$ cat src/rtl/results_sender_gen_if.sv
// Ready/valid beat bus between the result streamer and the CPU-side wrapper.
// Bus_OE mirrors Bus_Valid and drives the wrapper's tristate.
interface results_sender_gen_if #(
  parameter int BUS_WIDTH = 32
);
  logic [BUS_WIDTH-1:0] Bus_Out;
  logic                 Bus_Valid;
  logic                 Bus_OE;
  logic                 Bus_Ready;

  modport master (
    output Bus_Out,
    output Bus_Valid,
    output Bus_OE,
    input  Bus_Ready
  );

  modport slave (
    input  Bus_Out,
    input  Bus_Valid,
    input  Bus_OE,
    output Bus_Ready
  );
endinterface

$ cat src/rtl/results_sender_gen.sv
// Streams N solver results from a dual-read-port RAM, a pair per fetch, as
// BUS_WIDTH beats on a ready/valid bus, optionally preceded by a count header.
module results_sender_gen #(
  parameter int ADDRESS_WIDTH = 13,
  parameter int DATA_WIDTH    = 64,
  parameter int BUS_WIDTH     = 32,
  parameter int BASE_ADDR     = 0
) (
  input  logic                     CLK,
  input  logic                     RST,
  input  logic                     Start,
  input  logic                     Header_Enable,
  input  logic [ADDRESS_WIDTH-1:0] Result_Count,
  results_sender_gen_if.master     bus,
  output logic [ADDRESS_WIDTH-1:0] RAM_Address_RD_A,
  output logic [ADDRESS_WIDTH-1:0] RAM_Address_RD_B,
  input  logic [DATA_WIDTH-1:0]    RAM_Data_RD_A,
  input  logic [DATA_WIDTH-1:0]    RAM_Data_RD_B,
  output logic                     Busy,
  output logic                     Done_Sending
);

  localparam int BEATS  = DATA_WIDTH / BUS_WIDTH;
  localparam int BEAT_W = (BEATS > 1) ? $clog2(BEATS) : 1;
  localparam logic [ADDRESS_WIDTH-1:0] BASE_A = ADDRESS_WIDTH'(BASE_ADDR);
  localparam logic [ADDRESS_WIDTH-1:0] BASE_B = ADDRESS_WIDTH'(BASE_ADDR + 1);
  localparam logic [ADDRESS_WIDTH:0]   ONE    = 1;
  localparam logic [ADDRESS_WIDTH:0]   TWO    = 2;

  typedef enum logic [2:0] {
    IDLE, HEADER, FETCH, LOAD, SEND_A, SEND_B, DONE
  } state_t;

  state_t state, state_next;

  logic [ADDRESS_WIDTH-1:0]          n_reg;
  logic [ADDRESS_WIDTH:0]            sent;
  logic [BEAT_W-1:0]                 beat;
  logic [BEATS-1:0][BUS_WIDTH-1:0]   hold_a;
  logic [BEATS-1:0][BUS_WIDTH-1:0]   hold_b;
  logic [ADDRESS_WIDTH-1:0]          addr_a;
  logic [ADDRESS_WIDTH-1:0]          addr_b;

  logic                 last_beat;
  logic                 b_remains;
  logic                 pair_remains;
  logic [BUS_WIDTH-1:0] bus_out;
  logic                 bus_valid;

  // sent is one bit wider than N so sent+2 cannot wrap on the final pair.
  assign last_beat    = (beat == BEAT_W'(BEATS - 1));
  assign b_remains    = (sent + ONE) < {1'b0, n_reg};
  assign pair_remains = (sent + TWO) < {1'b0, n_reg};

  // NOTE: sequential state uses non-blocking assignments so every register
  // samples pre-edge values regardless of statement order.
  always_ff @(posedge CLK) begin
    if (RST) state <= IDLE;
    else     state <= state_next;
  end

  // NOTE: every always_comb output gets a default first, so no path can
  // leave it unassigned and infer a latch.
  always_comb begin
    state_next = state;
    unique case (state)
      IDLE: if (Start) begin
        if (Header_Enable)          state_next = HEADER;
        else if (Result_Count != 0) state_next = FETCH;
        else                        state_next = DONE;
      end
      HEADER: if (bus.Bus_Ready) state_next = (n_reg != 0) ? FETCH : DONE;
      FETCH:  state_next = LOAD;
      LOAD:   state_next = SEND_A;
      SEND_A: if (bus.Bus_Ready && last_beat) state_next = b_remains ? SEND_B : DONE;
      SEND_B: if (bus.Bus_Ready && last_beat) state_next = pair_remains ? FETCH : DONE;
      DONE:   state_next = IDLE;
      default: state_next = IDLE;
    endcase
  end

  // NOTE: the hold registers are reset too, so Bus_Out can never show data
  // left over from a transfer that reset aborted.
  always_ff @(posedge CLK) begin
    if (RST) begin
      n_reg  <= '0;
      sent   <= '0;
      beat   <= '0;
      hold_a <= '0;
      hold_b <= '0;
      addr_a <= '0;
      addr_b <= '0;
    end else begin
      unique case (state)
        IDLE: if (Start) begin
          n_reg  <= Result_Count;
          addr_a <= BASE_A;
          addr_b <= BASE_B;
          sent   <= '0;
        end
        LOAD: begin
          hold_a <= RAM_Data_RD_A;
          hold_b <= RAM_Data_RD_B;
          beat   <= '0;
        end
        SEND_A: if (bus.Bus_Ready) beat <= last_beat ? '0 : beat + 1'b1;
        SEND_B: if (bus.Bus_Ready) begin
          if (last_beat) begin
            beat   <= '0;
            sent   <= sent + TWO;
            addr_a <= addr_a + ADDRESS_WIDTH'(2);
            addr_b <= addr_b + ADDRESS_WIDTH'(2);
          end else begin
            beat <= beat + 1'b1;
          end
        end
        default: ;
      endcase
    end
  end

  // Outputs decode only registered state, so they are stable for the whole cycle.
  always_comb begin
    bus_out   = '0;
    bus_valid = 1'b0;
    unique case (state)
      HEADER: begin
        bus_out   = BUS_WIDTH'(n_reg);
        bus_valid = 1'b1;
      end
      SEND_A: begin
        bus_out   = hold_a[beat];
        bus_valid = 1'b1;
      end
      SEND_B: begin
        bus_out   = hold_b[beat];
        bus_valid = 1'b1;
      end
      default: ;
    endcase
  end

  assign bus.Bus_Out       = bus_out;
  assign bus.Bus_Valid     = bus_valid;
  assign bus.Bus_OE        = bus_valid;
  assign Busy              = (state != IDLE);
  assign Done_Sending      = (state == DONE);
  assign RAM_Address_RD_A  = addr_a;
  assign RAM_Address_RD_B  = addr_b;

endmodule

$ cat src/flat_wrapper.sv
// flat-port wrapper written by rule: the top's interface ports become plain ports
module results_sender_gen_flat 
#(
  parameter int ADDRESS_WIDTH = 13,
  parameter int DATA_WIDTH    = 64,
  parameter int BUS_WIDTH     = 32,
  parameter int BASE_ADDR     = 0
)
  (CLK, RST, Start, Header_Enable, Result_Count, RAM_Address_RD_A, RAM_Address_RD_B, RAM_Data_RD_A, RAM_Data_RD_B, Busy, Done_Sending, bus_Bus_Out, bus_Bus_Valid, bus_Bus_OE, bus_Bus_Ready);
  results_sender_gen_if #(.BUS_WIDTH(BUS_WIDTH)) bus_i ();
  input  logic CLK;
  input  logic RST;
  input  logic Start;
  input  logic Header_Enable;
  input  logic [ADDRESS_WIDTH-1:0] Result_Count;
  output logic [ADDRESS_WIDTH-1:0] RAM_Address_RD_A;
  output logic [ADDRESS_WIDTH-1:0] RAM_Address_RD_B;
  input  logic [DATA_WIDTH-1:0] RAM_Data_RD_A;
  input  logic [DATA_WIDTH-1:0] RAM_Data_RD_B;
  output logic Busy;
  output logic Done_Sending;
  output wire logic [$bits(bus_i.Bus_Out)-1:0] bus_Bus_Out;
  output wire logic [$bits(bus_i.Bus_Valid)-1:0] bus_Bus_Valid;
  output wire logic [$bits(bus_i.Bus_OE)-1:0] bus_Bus_OE;
  input wire logic [$bits(bus_i.Bus_Ready)-1:0] bus_Bus_Ready;
  assign bus_Bus_Out = bus_i.Bus_Out;
  assign bus_Bus_Valid = bus_i.Bus_Valid;
  assign bus_Bus_OE = bus_i.Bus_OE;
  assign bus_i.Bus_Ready = bus_Bus_Ready;
  results_sender_gen #(.ADDRESS_WIDTH(ADDRESS_WIDTH), .DATA_WIDTH(DATA_WIDTH), .BUS_WIDTH(BUS_WIDTH), .BASE_ADDR(BASE_ADDR)) u_core (.CLK(CLK), .RST(RST), .Start(Start), .Header_Enable(Header_Enable), .Result_Count(Result_Count), .bus(bus_i), .RAM_Address_RD_A(RAM_Address_RD_A), .RAM_Address_RD_B(RAM_Address_RD_B), .RAM_Data_RD_A(RAM_Data_RD_A), .RAM_Data_RD_B(RAM_Data_RD_B), .Busy(Busy), .Done_Sending(Done_Sending));
endmodule
$ cat config.mk
export PLATFORM = sky130hd
export DESIGN_NAME = results_sender_gen_flat
export DESIGN_NICKNAME = d
export VERILOG_FILES = /design/src/rtl/results_sender_gen_if.sv /design/src/rtl/results_sender_gen.sv /design/src/flat_wrapper.sv
export SDC_FILE = /design/constraint.sdc
export NUM_CORES = 1
export LEC_CHECK = 0
export ABC_AREA = 1
export CAP_MARGIN = 25
export CELL_PAD_IN_SITES_DETAIL_PLACEMENT = 1
export CELL_PAD_IN_SITES_GLOBAL_PLACEMENT = 1
export CORE_ASPECT_RATIO = 1.4
export CORE_MARGIN = 1
export CORE_UTILIZATION = 32
export CTS_BUF_LIST = sky130_fd_sc_hd__clkbuf_4 sky130_fd_sc_hd__clkbuf_8
export CTS_CLUSTER_SIZE = 20
export DETAILED_ROUTE_END_ITERATION = 6
export GPL_TIMING_DRIVEN = 0
export PLACE_DENSITY_LB_ADDON = 0.05
export SLEW_MARGIN = 20
export SYNTH_ARGS = -nofsm -noshare
export SYNTH_HDL_FRONTEND = slang
export SYNTH_SLANG_ARGS = --single-unit
$ cat constraint.sdc
create_clock -name CLK -period 2.2 [get_ports CLK]
set_clock_uncertainty 0.1 [all_clocks]
set_input_delay 0.44 -clock CLK [delete_from_list [all_inputs] [get_ports CLK]]
set_output_delay 0.44 -clock CLK [all_outputs]
set_load 0.02 [all_outputs]
Word level (Yosys, flattened, before mapping)
Index checks and enable logic that the tools add are counted.

word-level totals
  logic and storage cells = 75
  flip-flop bits (word level) = 185

operators by class
  reduce and logical (&&, ||, !) cells = 13
  $lt $le $gt $ge = 3
  add/sub/neg operators = 5
  eq/ne operators = 13
  mux-type cells = 31

operator list
  kind                   number
  $mux 32                4
  $pmux 32 s3            1
  $mux 13                6
  $pmux 13 s2            2
  $mux 14                3
  $lt 14x13->1           2
  $pmux 14 s2            1
  $add 13x2->13 const B  2
  $reduce_bool 13->1     2
  $mux 3                 8
  $pmux 3 s6             1
  $add 14x1->14 const B  1
  $add 14x2->14 const B  1
  $eq 3x3->1 const B     3
  $ne 2x1->1 const B     4
  $reduce_and 4->1       2
  $eq 3x2->1 const B     2
  $ne 2x2->1 const B     3
  $reduce_and 2->1       2
  $reduce_bool 2->1      2
  $eq 3x1->1 const B     1
  $logic_not 3->1        1
  $mux 1                 3
  $reduce_bool 3->1      1
  other kinds (7)        7

Depth between registers and ports, before layout
Gate-level depths: netlist of the first run.

  depth in word-level cells = 5
  gate-level depth with buffers = 19
  mapped depth without buffers = 19

Least setup slack after synthesis of the first run
OpenSTA, ideal clock, no wires.

  path kind = register -> register
  from = register u_core.sent[2]
  to = register u_core.state[2]
  setup slack = -0.015 ns
  stages on the path, launching flop included = 20
  arrival = 1.982 ns
  path buffers = 0
  cells stage by stage = dfxtp_1 -> ha_1 -> nand2_1 -> nor2_1 -> nand2_1 -> xor2_1 -> ha_1 -> nand2_1 -> inv_1 -> nor2_1 -> o21a_1 -> nand2_1 -> nand2_1 -> nand2_1 -> nand2_1 -> nand2_1 -> nand2_1 -> nand2_1 -> nand2_1 -> a21oi_1

on the way
  longest elaborated chain between the ends = 5

ends and longest elaborated chain
  element                 line                       RTL
  from (decl)             results_sender_gen.sv:37   logic [ADDRESS_WIDTH:0] sent;
  from (signal assigned)  results_sender_gen.sv:110  sent <= sent + TWO;
  $add 14x2->14           results_sender_gen.sv:53   assign pair_remains = (sent + TWO) < {1'b0, n_reg};
  $lt 14x13->1            results_sender_gen.sv:53
  $mux 3 (2 in series)    results_sender_gen.sv:76   SEND_B: if (bus.Bus_Ready && last_beat) state_next = pair_remains ? FETCH : DONE;
  $pmux 3 s6              results_sender_gen.sv:66   unique case (state)
  to (signal assigned)    results_sender_gen.sv:59   else state <= state_next;
  to (decl)               results_sender_gen.sv:34   state_t state, state_next;

Every way passes these cells. The select of a mux whose other input is x is not followed.
A chain may end at the register's enable or synchronous reset.

Worst setup path after layout of the first run
  from = register u_core.state[1]
  to = output port bus_Bus_Out[29]

on the way
  longest elaborated chain between the ends = 2

ends and longest elaborated chain
  element                                          line                       RTL
  $eq 3x3->1 / $eq 3x1->1 (equally long branches)  results_sender_gen.sv:126  unique case (state)
  $pmux 32 s3 *                                    results_sender_gen.sv:126
  to (decl)                                        flat_wrapper.sv:22         output wire logic [$bits(bus_i.Bus_Out)-1:0] bus_Bus_Out;

Every way passes the cells marked *; elsewhere a longest branch is shown, timed or not.

==> impl_metrics.json, run 1 <==
{
  "fin_ws_ns": -0.2418,
  "dieWidth_um": 139.0,
  "fin_crit_sh": 1.110,
  "max_stage_delay_ns": 0.37,
  "synth-main-ff-cell": "dfxtp_1",
  "std_cell_rows": 69,
  "use_met1": 0.2771,
  "core_sq_um": 25550,
  "globalRouteMet3Util": 0.03433,
  "antenna_found_initial": 0,
  "drive_gt1_frac": 0.1386,
  "yosysTopAreaCellShare": 0.4358,
  "antennaDiodeCount": 0,
  "yosysUniqueCellTypes": 36,
  "grt_overflow": 0,
  "r2r-start": "u_core.sent[1]",
  "fillCellCount": 3199,
  "pre_cts_slack_ns": -1.022,
  "ys_seq_elements": 183,
  "clockRootBuffer": "clkbuf_8",
  "numPortBuffers": 205,
  "die-area_sq_um": 26930,
  "yosys.area.top_type": "dfxtp_1",
  "path_buf_inv": 3,
  "hold_violations": 0,
  "clk_path_buf_depth": 2,
  "async_flop_share": 0,
  "finalCriticalPeriod_ns": 2.442,
  "boundaryPins": 208,
  "cp-start-kind": "register",
  "routed_wl_um": 31760,
  "clock-sinks": 183,
  "whs_ns": 0.3543,
  "htree_levels": 4,
  "maxSlewViolCount": 0,
  "drt_iter0_drc": 362,
  "grt_first_pass_wirelength_um": 49960,
  "clock_latency_ns": 0.49,
  "grt_util_met2": 0.4547,
  "synth_commonest_cells": "nor2_1, nand2_1, dfxtp_1, o21ai_0",
  "power.leakage_nw": 5.067,
  "crit_chain": "inv_4 > nand3_4 > nor2_4 > clkbuf_16 > a22oi_2 > o31ai_1 > buf_4",
  "crit_family": "buffers and inverters",
  "post-dp-hpwl_um": 24100,
  "peakVddDrop_mv": 0.4455,
  "min_path_type": "input pin to register",
  "yosysMostFrequentCell": "nor2_1",
  "vias": 8854,
  "endpoint_kind": "output port",
  "largestRegisters": "u_core.hold_a: 64 flops, u_core.hold_b: 64 flops",
  "maxSlewHeadroom": 0.5817,
  "first_pass_iters": 7,
  "drc": 1,
  "max_slew.worst_pin.slew_ns": 0.6275,
  "grt_pass1_vias": 9252,
  "syn_inst": 1199,
  "violations": "DRC, setup timing",
  "initial_core_util": 0.3289,
  "drt.antenna.violating_nets": 0,
  "cts_buffers": 17,
  "slowest_stage": "dfxtp_4",
  "grt_max_degree": 17,
  "cp_max_fo": 6,
  "timing.rr.end": "u_core.state[2]",
  "synth_fp_nets": 1372,
  "synth_warnings": 0,
  "endpoint": "bus_Bus_Out[29]",
  "seq_area_frac_synth": 0.4358,
  "grt_setup_unrepaired": "true",
  "cp_num_cells": 7,
  "finalWeightedCongestion": 0.8307,
  "cts_tree": "yes",
  "area_delta_synth_final_pct": 42.93,
  "drt-vias-per-instance": 4.985,
  "grt_usage": 0.2418,
  "post_synth.cell_area_avg_sq_um": 7.010,
  "wl_per_cell_um": 17.88,
  "worstPathRequired_ns": 1.66,
  "crit_type": "register to output port",
  "setup_violations": 33,
  "clock.fmax_ghz": 0.4095,
  "synthTopCellsByArea": "dfxtp_1, nor2_1, o21ai_0, nand2_1, a21oi_1",
  "cap_violations": 0,
  "die_h_um": 193.8,
  "grt.busiest_layer": "met2",
  "synth-edff-count": 0,
  "r2r_slack_ns": -0.14,
  "path_clk_slew_ns": 0.10,
  "reg2reg_depth": 19,
  "p_per_area_nw_per_um2": 819.8,
  "status": "finished with violations",
  "arrival_ns": 1.90,
  "nets": 1619,
  "critPathLaunch": "u_core.state[1]",
  "synthesis.area_sq_um": 8406
}
power breakdown:
group / leakage (nW) / switching, W / internal, W
clock network: 0.213 / 0.00130 / 0.00124
logic: 3.37 / 0.00199 / 0.00121
registers: 1.49 / 0.000333 / 0.00378
total: 5.07 / 0.00362 / 0.00623
metrics by stage:
step / cells / util / TNS [ns] / power [W] / instance area, sq um
after floorplan: 1199 / - / 0 / 0.005755 / 8408
after global placement: 1723 / 0.4249 / -68.00 / 0.006966 / 10860
after detailed placement: 1723 / 0.4249 / -66.10 / 0.007029 / 10860
after CTS: 1771 / 0.4673 / -18.14 / 0.009855 / 11940
after global routing: 1776 / 0.4701 / -9.471 / 0.01043 / 12010
final: 1776 / 0.4701 / -6.602 / 0.009849 / 12010
final cells by class:
type                    instances  area [sq um]  share of cell area
well taps                     319         399.1             0.03322
multi-input cells             872          4507              0.3751
flip-flops and latches        183          3692              0.3073
repair buffers                230          2228              0.1855
clock buffers                  18         241.5             0.02010
inverters                      64         260.3             0.02166
clock inverters                12         177.7             0.01479
plain buffers                  78         508.0             0.04228
cells by family after synthesis:
logic type | share of synthesized area
compound gates | 0.1792
xor+xnor | 0.01042
fa+ha+maj | 0.04019
buf+inv | 0.06609
flops | 0.4358
other cells | 0.0004461
simple gates | 0.2678
worst min path at each step:
| stage | startpoint | to | slack (ns) | cells past startpoint |
|---|---|---|---|---|
| floorplan | u_core.sent[13] | u_core.sent[13] | 0.34 | 2 |
| global placement | u_core.RAM_Address_RD_B[0] | u_core.RAM_Address_RD_B[0] | 0.34 | 2 |
| detailed placement | u_core.RAM_Address_RD_B[0] | u_core.RAM_Address_RD_B[0] | 0.35 | 2 |
| CTS | RST | u_core.sent[4] | 0.34 | 2 |
| global route | RST | u_core.sent[4] | 0.35 | 2 |
| finish | RST | u_core.sent[4] | 0.35 | 2 |
per-layer routing:
metal  vias to the layer above  share of wire
met5                         -              0
met1                      4226           0.41
met3                        37          0.032
met4                         0          0.022
li1                       4420              -
met2                       171           0.53
timing repair:
item,4_1_cts,5_1_grt
hold buffers,0,0
buffers inserted,14,6
pin swaps,20,10
resized for setup,326,19
cloned,5,0
setup endpoints to repair,157,157
cell usage in the layout (no fill, tap or decap), drive strengths merged, types with 7 or more instances in the layout:
cell type / netlist / routed
nor2: 306 / 306
nand2: 197 / 197
dfxtp: 183 / 183
clkdlybuf4s50: 0 / 169
o21ai: 161 / 161
clkbuf: 72 / 95
a21oi: 72 / 72
inv: 62 / 64
buf: 8 / 60
ha: 27 / 27
nand4: 20 / 20
nor3: 14 / 14
nand3: 14 / 14
a221o: 13 / 13
a22oi: 12 / 12
xor2: 9 / 9
clkinv: 2 / 7
worst reg2reg max path: stages, from the launching register on:
cell and delay, ns:
dfxtp_4 0.40, ha_4 0.16, nand2_4 0.06, nor2_4 0.15, nand2_2 0.08, xor2_2 0.16, ha_1 0.30, nand2_1 0.06
inv_1 0.04, nor2_1 0.08, o21a_1 0.13, nand2_1 0.06, nand2_1 0.06, nand2_1 0.05, nand2_1 0.06, nand2_1 0.05
nand2_1 0.05, nand2_1 0.05, nand2_1 0.05, a21oi_1 0.05
No activity file was read; power rests on OpenSTA's default activity.
==> run 2: changes to the inputs <==
- CORE_ASPECT_RATIO: 1.4 -> not set
==> run 2 against run 1 <==
  * The run ends with setup timing left
  * Global-route usage is 0.054 points higher
  * Via count up 0.23%
  * Combinational power is 5% higher
  * Worst hold slack improved by 0.0040 ns
  * Routed wire length is 1.8% higher
  * Total power about the same
  * Die area hardly changed
  * Sequential power is 1% higher
  * Critical path depth increased by 2
  * Critical path type unchanged
  * Largest power group unchanged
==> impl_metrics.json, run 2 (synthesized netlist as in run 1, its figures left out) <==
{
  "ctsHoldBuffers": 0,
  "final_common_cell": "nor2_1",
  "maxSlewHeadroom": 0.5669,
  "arrival_ns": 1.93,
  "hold_violations": 0,
  "slowest_stage": "dfxtp_4",
  "drt-vias-per-instance": 4.916,
  "cap_violations": 0,
  "nets": 1635,
  "grt_max_degree": 20,
  "grt_usage": 0.2423,
  "r2r_slack_ns": -0.21,
  "drt.antenna.violating_nets": 0,
  "power.leakage_nw": 5.292,
  "post-dp-hpwl_um": 23550,
  "crit_family": "buffers and inverters",
  "comb_power_share": 0.341,
  "fin_crit_sh": 1.123,
  "crit_type": "register to output port",
  "die_h_um": 164.1,
  "largestRegisters": "u_core.hold_a: 64 flops, u_core.hold_b: 64 flops",
  "placed_cell_area_sq_um": 10870,
  "htree_levels": 4,
  "cts_buffers": 17,
  "setup_violations": 33,
  "fin_ws_ns": -0.2696,
  "drc": 0,
  "drive_gt1_frac": 0.1642,
  "clk_path_buf_depth": 2,
  "final_cell_area_sq_um": 12370,
  "fin_cells": 1805,
  "numPortBuffers": 205,
  "clockRootBuffer": "clkbuf_8",
  "grt_first_pass_wirelength_um": 49470,
  "std_cell_rows": 58,
  "clock_latency_ns": 0.48,
  "crit_top_cell": "inv_4",
  "maxSlewViolCount": 0,
  "grt_pass1_vias": 9229,
  "finalCriticalPeriod_ns": 2.470,
  "cts_tree": "yes",
  "status": "finished with violations",
  "path_clk_slew_ns": 0.10,
  "path_buf_inv": 5,
  "cp_max_fo": 7,
  "p_int_w": 0.005986,
  "area_delta_synth_final_pct": 47.19,
  "dieWidth_um": 164.1,
  "worstPathRequired_ns": 1.66,
  "final_cell_mix": "nor2_1, dfxtp_1, clkdlybuf4s50_1, o21ai_0, nand2_1",
  "boundaryPins": 208,
  "fillCellCount": 3170,
  "power.switching_w": 0.003869,
  "core_sq_um": 25470,
  "cp-start-kind": "register",
  "final_core_util": 0.4857,
  "peakVddDrop_mv": 0.4228,
  "initial_core_util": 0.3300,
  "clock.fmax_ghz": 0.4049,
  "first_pass_iters": 4,
  "grt_overflow": 0,
  "vias": 8874,
  "crit_chain": "inv_4 > nand3_4 > inv_4 > nand2_4 > clkinv_8 > clkbuf_16 > a22oi_2 > o31ai_4 > buf_6",
  "pre_cts_slack_ns": -1.028,
  "dp.cells": 1734,
  "max_slew.worst_pin.slew_ns": 0.6496,
  "routed_wl_um": 32330,
  "clock-sinks": 183,
  "antenna_found_initial": 1,
  "grt_setup_unrepaired": "true",
  "clkPwrFrac": 0.238,
  "die-area_sq_um": 26920,
  "swShare": 0.3926,
  "finalWeightedCongestion": 0.7779,
  "p_per_area_nw_per_um2": 796.5,
  "drt_iter0_drc": 423,
  "max_stage_delay_ns": 0.40,
  "seqPwrFrac": 0.421,
  "wl_per_cell_um": 17.91,
  "endpoint_kind": "output port",
  "violations": "setup timing",
  "min_path_type": "register to register"
}
==> run 2: what timing repair did <==
action                                  4_1_cts  5_1_grt
gates cloned                                  6        1
pin swaps                                    29       27
gates resized for setup                     335       78
endpoints found under the setup margin      149       68
setup buffers                                23       14
==> run 2: final cells by class <==
type | count | area [sq um] | area share
antenna | 1 | 2.502 | 0.0002023
buffer | 78 | 535.5 | 0.04328
clock buffer | 17 | 234.0 | 0.01891
clock inverter | 14 | 157.7 | 0.01274
inverter | 64 | 271.5 | 0.02195
multi-input combinational | 872 | 4612 | 0.3728
sequential | 183 | 3696 | 0.2987
tap | 330 | 412.9 | 0.03337
timing repair buffer | 246 | 2450 | 0.1980
==> run 2: per-layer routing <==
| metal | vias up | global-route usage | routed length (um) |
|---|---|---|---|
| li1 | 4449 | - | - |
| met5 | - | 0 | 0 |
| met4 | 0 | 0.06734 | 554 |
| met1 | 4208 | 0.3161 | 14510 |
| met2 | 189 | 0.4135 | 15900 |
| met3 | 28 | 0.03510 | 1357 |
==> run 2: per-stage QoR <==
stage | power, W | setup TNS (ns) | hold WS [ns]
5_1_grt | 0.01044 | -8.140 | 0.3829
3_5_place_dp | 0.007032 | -64.68 | 0.3432
6_report | 0.009855 | -6.164 | 0.3583
3_3_place_gp | 0.006956 | -63.97 | 0.3436
4_1_cts | 0.009771 | -5.938 | 0.3544
2_1_floorplan | 0.005755 | 0 | 0.3443
==> run 2: path summary, 6_finish.rpt <==
kind                                   start                         end  depth (start not counted)
setup reg to reg              u_core.sent[1]             u_core.state[2]                         19
hold reg to reg   u_core.RAM_Address_RD_B[0]  u_core.RAM_Address_RD_B[0]                          2
setup / recovery             u_core.state[1]             bus_Bus_Out[29]                          9
hold / removal    u_core.RAM_Address_RD_B[0]  u_core.RAM_Address_RD_B[0]                          2
==> run 2: tightest hold or removal path, stage by stage (launching register included) <==
cell	delay, ns
dfxtp_1	0.33
inv_1	0.05
a21oi_1	0.05
==> run 2: power groups by stage <==
| stage | Sequential (W) | Combinational, W | Clock [W] |
|---|---|---|---|
| 6_report | 0.00415 | 0.00336 | 0.00235 |
| 5_1_grt | 0.00419 | 0.00372 | 0.00253 |
| 4_1_cts | 0.00412 | 0.00326 | 0.00239 |
| 3_5_place_dp | 0.00412 | 0.00291 | 0 |
| 3_3_place_gp | 0.00412 | 0.00284 | 0 |
| 2_1_floorplan | 0.00403 | 0.00172 | 0 |
==> run 3: changes to the inputs <==
- CORE_UTILIZATION: 32 -> 39
- clock period: 2.2 -> 3.1 ns (I/O delays scaled with it)
==> run 3 against run 2 <==
  * The flow now finishes without violations
  * Total power is 33% lower
  * Core utilization is 4.7 points higher
  * Worst setup slack better by 0.39 ns
  * Clock-buffer cell count is 1 higher
  * Sequential power is 30% lower
  * Register-to-register slack better by 0.65 ns
  * First-iteration DRC count is 2.1% lower
  * Sequential cell count stayed put
  * Via count hardly changed
  * Routed wire length is 8.0% lower
  * Final area is 9.2% lower
  * Critical path depth is 2 lower
  * Largest power group unchanged
==> impl_metrics.json, run 3 (synthesized netlist as in run 1, its figures left out) <==
{
  "status": "completed",
  "final_cell_mix": "nor2_1, nand2_1, dfxtp_1, clkdlybuf4s50_1, o21ai_0",
  "maxSlewHeadroom": 0.4100,
  "crit_chain": "clkinv_2 > clkbuf_2 > nand2_1 > nand2_1 > nand2_1 > nand4_1 > dlygate4sd2_1",
  "crit_family": "buffers and inverters",
  "final_common_cell": "nor2_1",
  "max_stage_delay_ns": 0.50,
  "htree_levels": 4,
  "endpoint_kind": "output port",
  "largestRegisters": "u_core.hold_a: 64 flops, u_core.hold_b: 64 flops",
  "cts_buffers": 17,
  "antennaDiodeCount": 0,
  "cp_max_fo": 10,
  "grt_max_degree": 20,
  "drt_iter0_drc": 414,
  "peakVddDrop_mv": 0.2443,
  "area_delta_synth_final_pct": 33.72,
  "wl_per_cell_um": 17.39,
  "die-area_sq_um": 22140,
  "grt_pass1_vias": 9015,
  "core_sq_um": 21090,
  "grt_first_pass_wirelength_um": 46770,
  "dieWidth_um": 148.8,
  "antenna_found_initial": 0,
  "drt-vias-per-instance": 5.188,
  "fin_ws_ns": 0.1224,
  "routed_wl_um": 29740,
  "finalWeightedCongestion": 0.8355,
  "die_h_um": 148.8,
  "grt_usage": 0.2740,
  "hold_violations": 0,
  "slowest_stage": "dfxtp_2",
  "worstPathRequired_ns": 2.38,
  "setup_violations": 0,
  "crit_top_cell": "nand2_1",
  "clock.fmax_ghz": 0.3358,
  "fin_crit_sh": 0.9605,
  "clock-sinks": 183,
  "finalCriticalPeriod_ns": 2.978,
  "pre_cts_slack_ns": -0.1552,
  "arrival_ns": 2.26,
  "boundaryPins": 208,
  "p_per_area_nw_per_um2": 588.2,
  "crit_type": "register to output port",
  "ctsHoldBuffers": 0,
  "maxSlewViolCount": 0,
  "fin_cells": 1710,
  "max_slew.worst_pin.slew_ns": 0.8851,
  "grt_overflow": 0,
  "first_pass_iters": 7,
  "clock_latency_ns": 0.48,
  "path_buf_inv": 3,
  "dp.cells": 1679,
  "drive_gt1_frac": 0.05784,
  "power.leakage_nw": 4.796,
  "clk_path_buf_depth": 2,
  "grt_setup_unrepaired": "false",
  "path_clk_slew_ns": 0.11,
  "clockRootBuffer": "clkbuf_8",
  "post-dp-hpwl_um": 22670,
  "cap_violations": 0,
  "drt.antenna.violating_nets": 0,
  "numPortBuffers": 205,
  "whs_ns": 0.3710,
  "cp-start-kind": "register",
  "vias": 8872,
  "cts_tree": "yes",
  "min_path_type": "register to register",
  "std_cell_rows": 53,
  "initial_core_util": 0.3986,
  "nets": 1595,
  "drc": 0
}
==> run 3: changes by cell type in the layout (fill, tap and decap cells not counted), moves of 8 or more <==
cell           delta
clkbuf_16         -8
nand2_1          +39
nand2_2          -27
nand2_4          -12
dfxtp_4           -8
buf_6            -28
dlygate4sd2_1    +25
buf_4            -40
clkbuf_1          +9
==> run 3: layer usage <==
layer	GRT usage	wire (um)
met5	0	0
met2	0.4738	14600
met3	0.03945	962
met4	0.08367	636
met1	0.3513	13540
==> run 3: power breakdown <==
group          leakage [nW]  switching, W  total [W]  internal [W]
clock network         0.204       0.00104    0.00167      0.000623
logic                  3.11       0.00132    0.00203      0.000711
registers              1.48      0.000234    0.00291       0.00268
total                  4.80       0.00260    0.00661       0.00401
==> run 3: repair_timing <==
item,4_1_cts,5_1_grt
endpoints found under the hold margin,0,0
resized for setup,70,16
setup buffers,0,0
cloned,0,0
pin swaps,0,0
setup endpoints to repair,32,10
==> run 3: layout make-up <==
| class | instances | area, sq um |
|---|---|---|
| Multi-Input combinational cell | 872 | 4207 |
| Fill cell | 2725 | 9848 |
| Buffer | 79 | 377.9 |
| Sequential cell | 183 | 3669 |
| Inverter | 64 | 241.5 |
| Clock inverter | 14 | 156.4 |
| Tap cell | 275 | 344.1 |
| Timing Repair Buffer | 205 | 2003 |
| Clock buffer | 18 | 241.5 |
==> run 3: through the flow <==
step                      total power (W)  setup TNS (ns)  utilization  area, sq um
after global placement           0.004890          -1.843       0.5122        10800
after CTS                        0.006626               0       0.5330        11240
after global routing             0.006997               0       0.5330        11240
after floorplan                  0.004084               0            -         8406
after detailed placement         0.004968          -1.583       0.5122        10800
final                            0.006611               0       0.5330        11240
==> run 3: worst reg2reg max path, stage by stage, from the launching register on <==
cell	delay, ns
dfxtp_1	0.40
ha_1	0.20
nand2_1	0.08
nor2_1	0.29
nand2_1	0.12
xor2_1	0.23
ha_1	0.29
nand2_1	0.08
inv_1	0.04
nor2_1	0.10
o21a_1	0.13
nand2_1	0.05
nand2_1	0.05
nand2_1	0.05
nand2_1	0.05
nand2_1	0.05
nand2_1	0.06
nand2_1	0.05
nand2_1	0.05
a21oi_1	0.05
==> run 3: worst paths after layout <==
check,start,to,slack [ns],cells after the start
max,u_core.beat,bus_Bus_Out[0],0.12,7
min,u_core.RAM_Address_RD_B[11],u_core.RAM_Address_RD_B[11],0.37,2
max reg2reg,u_core.sent[2],u_core.state[2],0.44,19
min reg2reg,u_core.RAM_Address_RD_B[11],u_core.RAM_Address_RD_B[11],0.37,2
==> RTL change (config.mk and constraints of run 1) <==
The 7 states of `state_t` get a one-hot encoding in 7 bits.
--- a/src/rtl/results_sender_gen.sv
+++ b/src/rtl/results_sender_gen.sv
@@ -27,8 +27,8 @@
   localparam logic [ADDRESS_WIDTH:0]   ONE    = 1;
   localparam logic [ADDRESS_WIDTH:0]   TWO    = 2;
 
-  typedef enum logic [2:0] {
-    IDLE, HEADER, FETCH, LOAD, SEND_A, SEND_B, DONE
+  typedef enum logic [6:0] {
+    IDLE = 7'b0000001, HEADER = 7'b0000010, FETCH = 7'b0000100, LOAD = 7'b0001000, SEND_A = 7'b0010000, SEND_B = 7'b0100000, DONE = 7'b1000000
   } state_t;
 
   state_t state, state_next;
Check against the original RTL: same outputs for any inputs over 4 cycles, from zero or initial values and one cycle with RST high; so few cycles prove little.
==> RTL change against run 1 <==
The flow finishes with violations (negative setup slack); routed wire length grew 22%; hold slack lost 0.083 ns; maximum frequency shrank 5.5%; worst setup slack lost 0.14 ns; final area grew 16%; synthesized cell count grew 9.7%; sequential cell count grew 4; cell count grew 12%; total power shrank 21%; synthesized area grew 7.0%; count of clock-buffer cells in the layout shrank 1; highest routed layer is now met5.
==> RTL change: results (changes against run 1) <==
status -> finished with violations (unchanged)
failing checks -> negative setup slack (was design-rule violations, negative setup slack)
Seq/Total Area, Yosys -> 0.416 (was 0.436)
synth cell count leaders -> nor2_1 (366), nand2_1 (255), dfxtp_1 (187) (was nor2_1 (303), nand2_1 (195), dfxtp_1 (183))
Post-Syn Nets -> 1,488 (was 1,372)
share of cells above drive strength 1 -> 0.212 (was 0.139)
PortBufs -> 205 (unchanged)
largest net degree at the start of global routing -> 19 (was 17)
worst-path maximum fanout -> 7 (was 6)
Placed Instance Area -> 11,500 sq um (was 10,900 sq um)
WP data arrival -> 2.04 ns (was 1.90 ns)
final worst slack -> -0.384 ns (was -0.242 ns)
FILL cells -> 3,450 (was 3,199)
CTS Buffer Depth -> 2 (unchanged)
H-tree depth -> 4 (unchanged)
drt pass-1 iters -> 4 (was 7)
vias in the first global route -> 10,200 (was 9,252)
asr flop ratio synth -> 0 (unchanged)
hold path endpoint -> u_core.RAM_Address_RD_A[12] (was u_core.sent[4])
worst-case reg-to-reg path depth -> 14 (was 19)
All-Layer GR Usage -> 0.265 (was 0.242)
ranking of synthesized cells by area -> dfxtp_1 (42%), nor2_1 (15%), nand2_1 (11%) (was dfxtp_1 (44%), nor2_1 (14%), o21ai_0 (9.5%))
routability cong. -> 0.863 (was 0.831)
layout net count -> 1,772 (was 1,619)
worst r2r src -> u_core.sent[8] (was u_core.sent[1])
DRT iter0 DRCs -> 365 (was 362)
number of vias per cell -> 4.96 (was 4.99)
register area -> 3790 sq um (was 3690 sq um)
pre-CTS setup slack -> -1.01 ns (was -1.02 ns)
Worst Setup Path Type -> flop to primary output (unchanged)
global-route wire length before repair -> 56,400 um (was 50,000 um)
cell leakage power -> 5.71 nW (was 5.07 nW)
Slew headroom -> 0.459 (was 0.582)
antenna violations before repair -> 1 (was 0)
peak supply drop -> 0.374 mV (was 0.445 mV)
final setup vio count -> 37 (was 33)
routed len/inst -> 19.5 um (was 17.9 um)
DP HPWL -> 28,200 um (was 24,100 um)
Reg-to-Reg End -> u_core.state[6] (was u_core.state[2])
count leader, synth -> nor2_1 (unchanged)
worst skew pair latency -> 0.51 ns (was 0.49 ns)
==> RTL change: cell types whose count changed after synthesis, sizes merged, moves of 6 or more <==
cell     change
o21ai       -18
o311ai      +19
a21oi       -18
o2111ai     +13
nand3        +8
xor2        +10
clkbuf      -18
a221o       -13
nand2       +63
nor2        +65
a22oi       -12
buf         +22
nand4        -9
o31ai        -6
==> RTL change: kinds of logic (layout without fill, tap and decap cells) <==
kind of cell,count (synthesis),in the layout,synth area share
and+or+nand+nor,688,688,0.304
AOI/OAI and AO/OA,239,239,0.151
DFF,187,187,0.416
buffers and inverters,151,448,0.0696
other,1,1,0.000417
adders and majority gates,27,27,0.0376
xor gates and xnor gates,22,22,0.0214
==> RTL change: worst max path at each step <==
stage	start	to	slack (ns)
finish	u_core.state[6]	bus_Bus_Out[18]	-0.38
global route	u_core.state[0]	bus_Bus_Out[18]	-0.42
CTS	u_core.state[1]	bus_Bus_Out[27]	-0.39
detailed placement	u_core.state[2]	bus_Bus_Out[16]	-1.01
global placement	u_core.state[2]	bus_Bus_Out[18]	-0.99
floorplan	u_core.beat	bus_Bus_Out[14]	-0.09
==> RTL change: routing by layer <==
layer / vias up / GRT usage / part of all wire
li1: 4816 / - / -
met1: 4716 / 0.277 / 0.37
met2: 234 / 0.505 / 0.55
met3: 71 / 0.0361 / 0.031
met4: 2 / 0.127 / 0.047
met5: - / 0 / 0.00028
==> RTL change: stage by stage <==
step	setup TNS, ns	cells	hold slack, ns
2_1_floorplan	-0.599	1315	0.355
3_3_place_gp	-62.30	1890	0.338
3_5_place_dp	-61.67	1890	0.342
4_1_cts	-11.48	1958	0.223
5_1_grt	-17.07	1982	0.308
6_report	-10.88	1982	0.271
==> RTL change: report_power, final <==
part | internal (mW) | switching, mW | leakage [nW]
sequential | 3.50 | 0.0898 | 1.52
combinational | 0.794 | 1.07 | 4.01
clock | 0.823 | 1.46 | 0.179
==> RTL change: layout make-up <==
class / count / area share
clock buffers: 17 / 0.0168
flip-flops and latches: 187 / 0.271
clock inverters: 15 / 0.00924
inverters: 67 / 0.0221
multi-input cells: 977 / 0.410
repair buffers: 265 / 0.195
well taps: 370 / 0.0332
plain buffers: 84 / 0.0418
==> RTL change: worst max-delay path, cell delays in order, from the launching register on <==
cell      delay (ns)
dfxtp_2         0.39
nor2_4          0.14
nand2_2         0.10
nor2_8          0.17
nand2_4         0.09
clkinv_8        0.10
buf_12          0.15
nand2_2         0.10
o311ai_4        0.12
buf_6           0.17
==> RTL change: repair_timing <==
action	CTS	global route
hold endpoints to repair	0	0
cloned	4	5
gates resized for setup	441	138
pin swaps	22	32
endpoints found under the setup margin	41	165
setup buffers	32	21
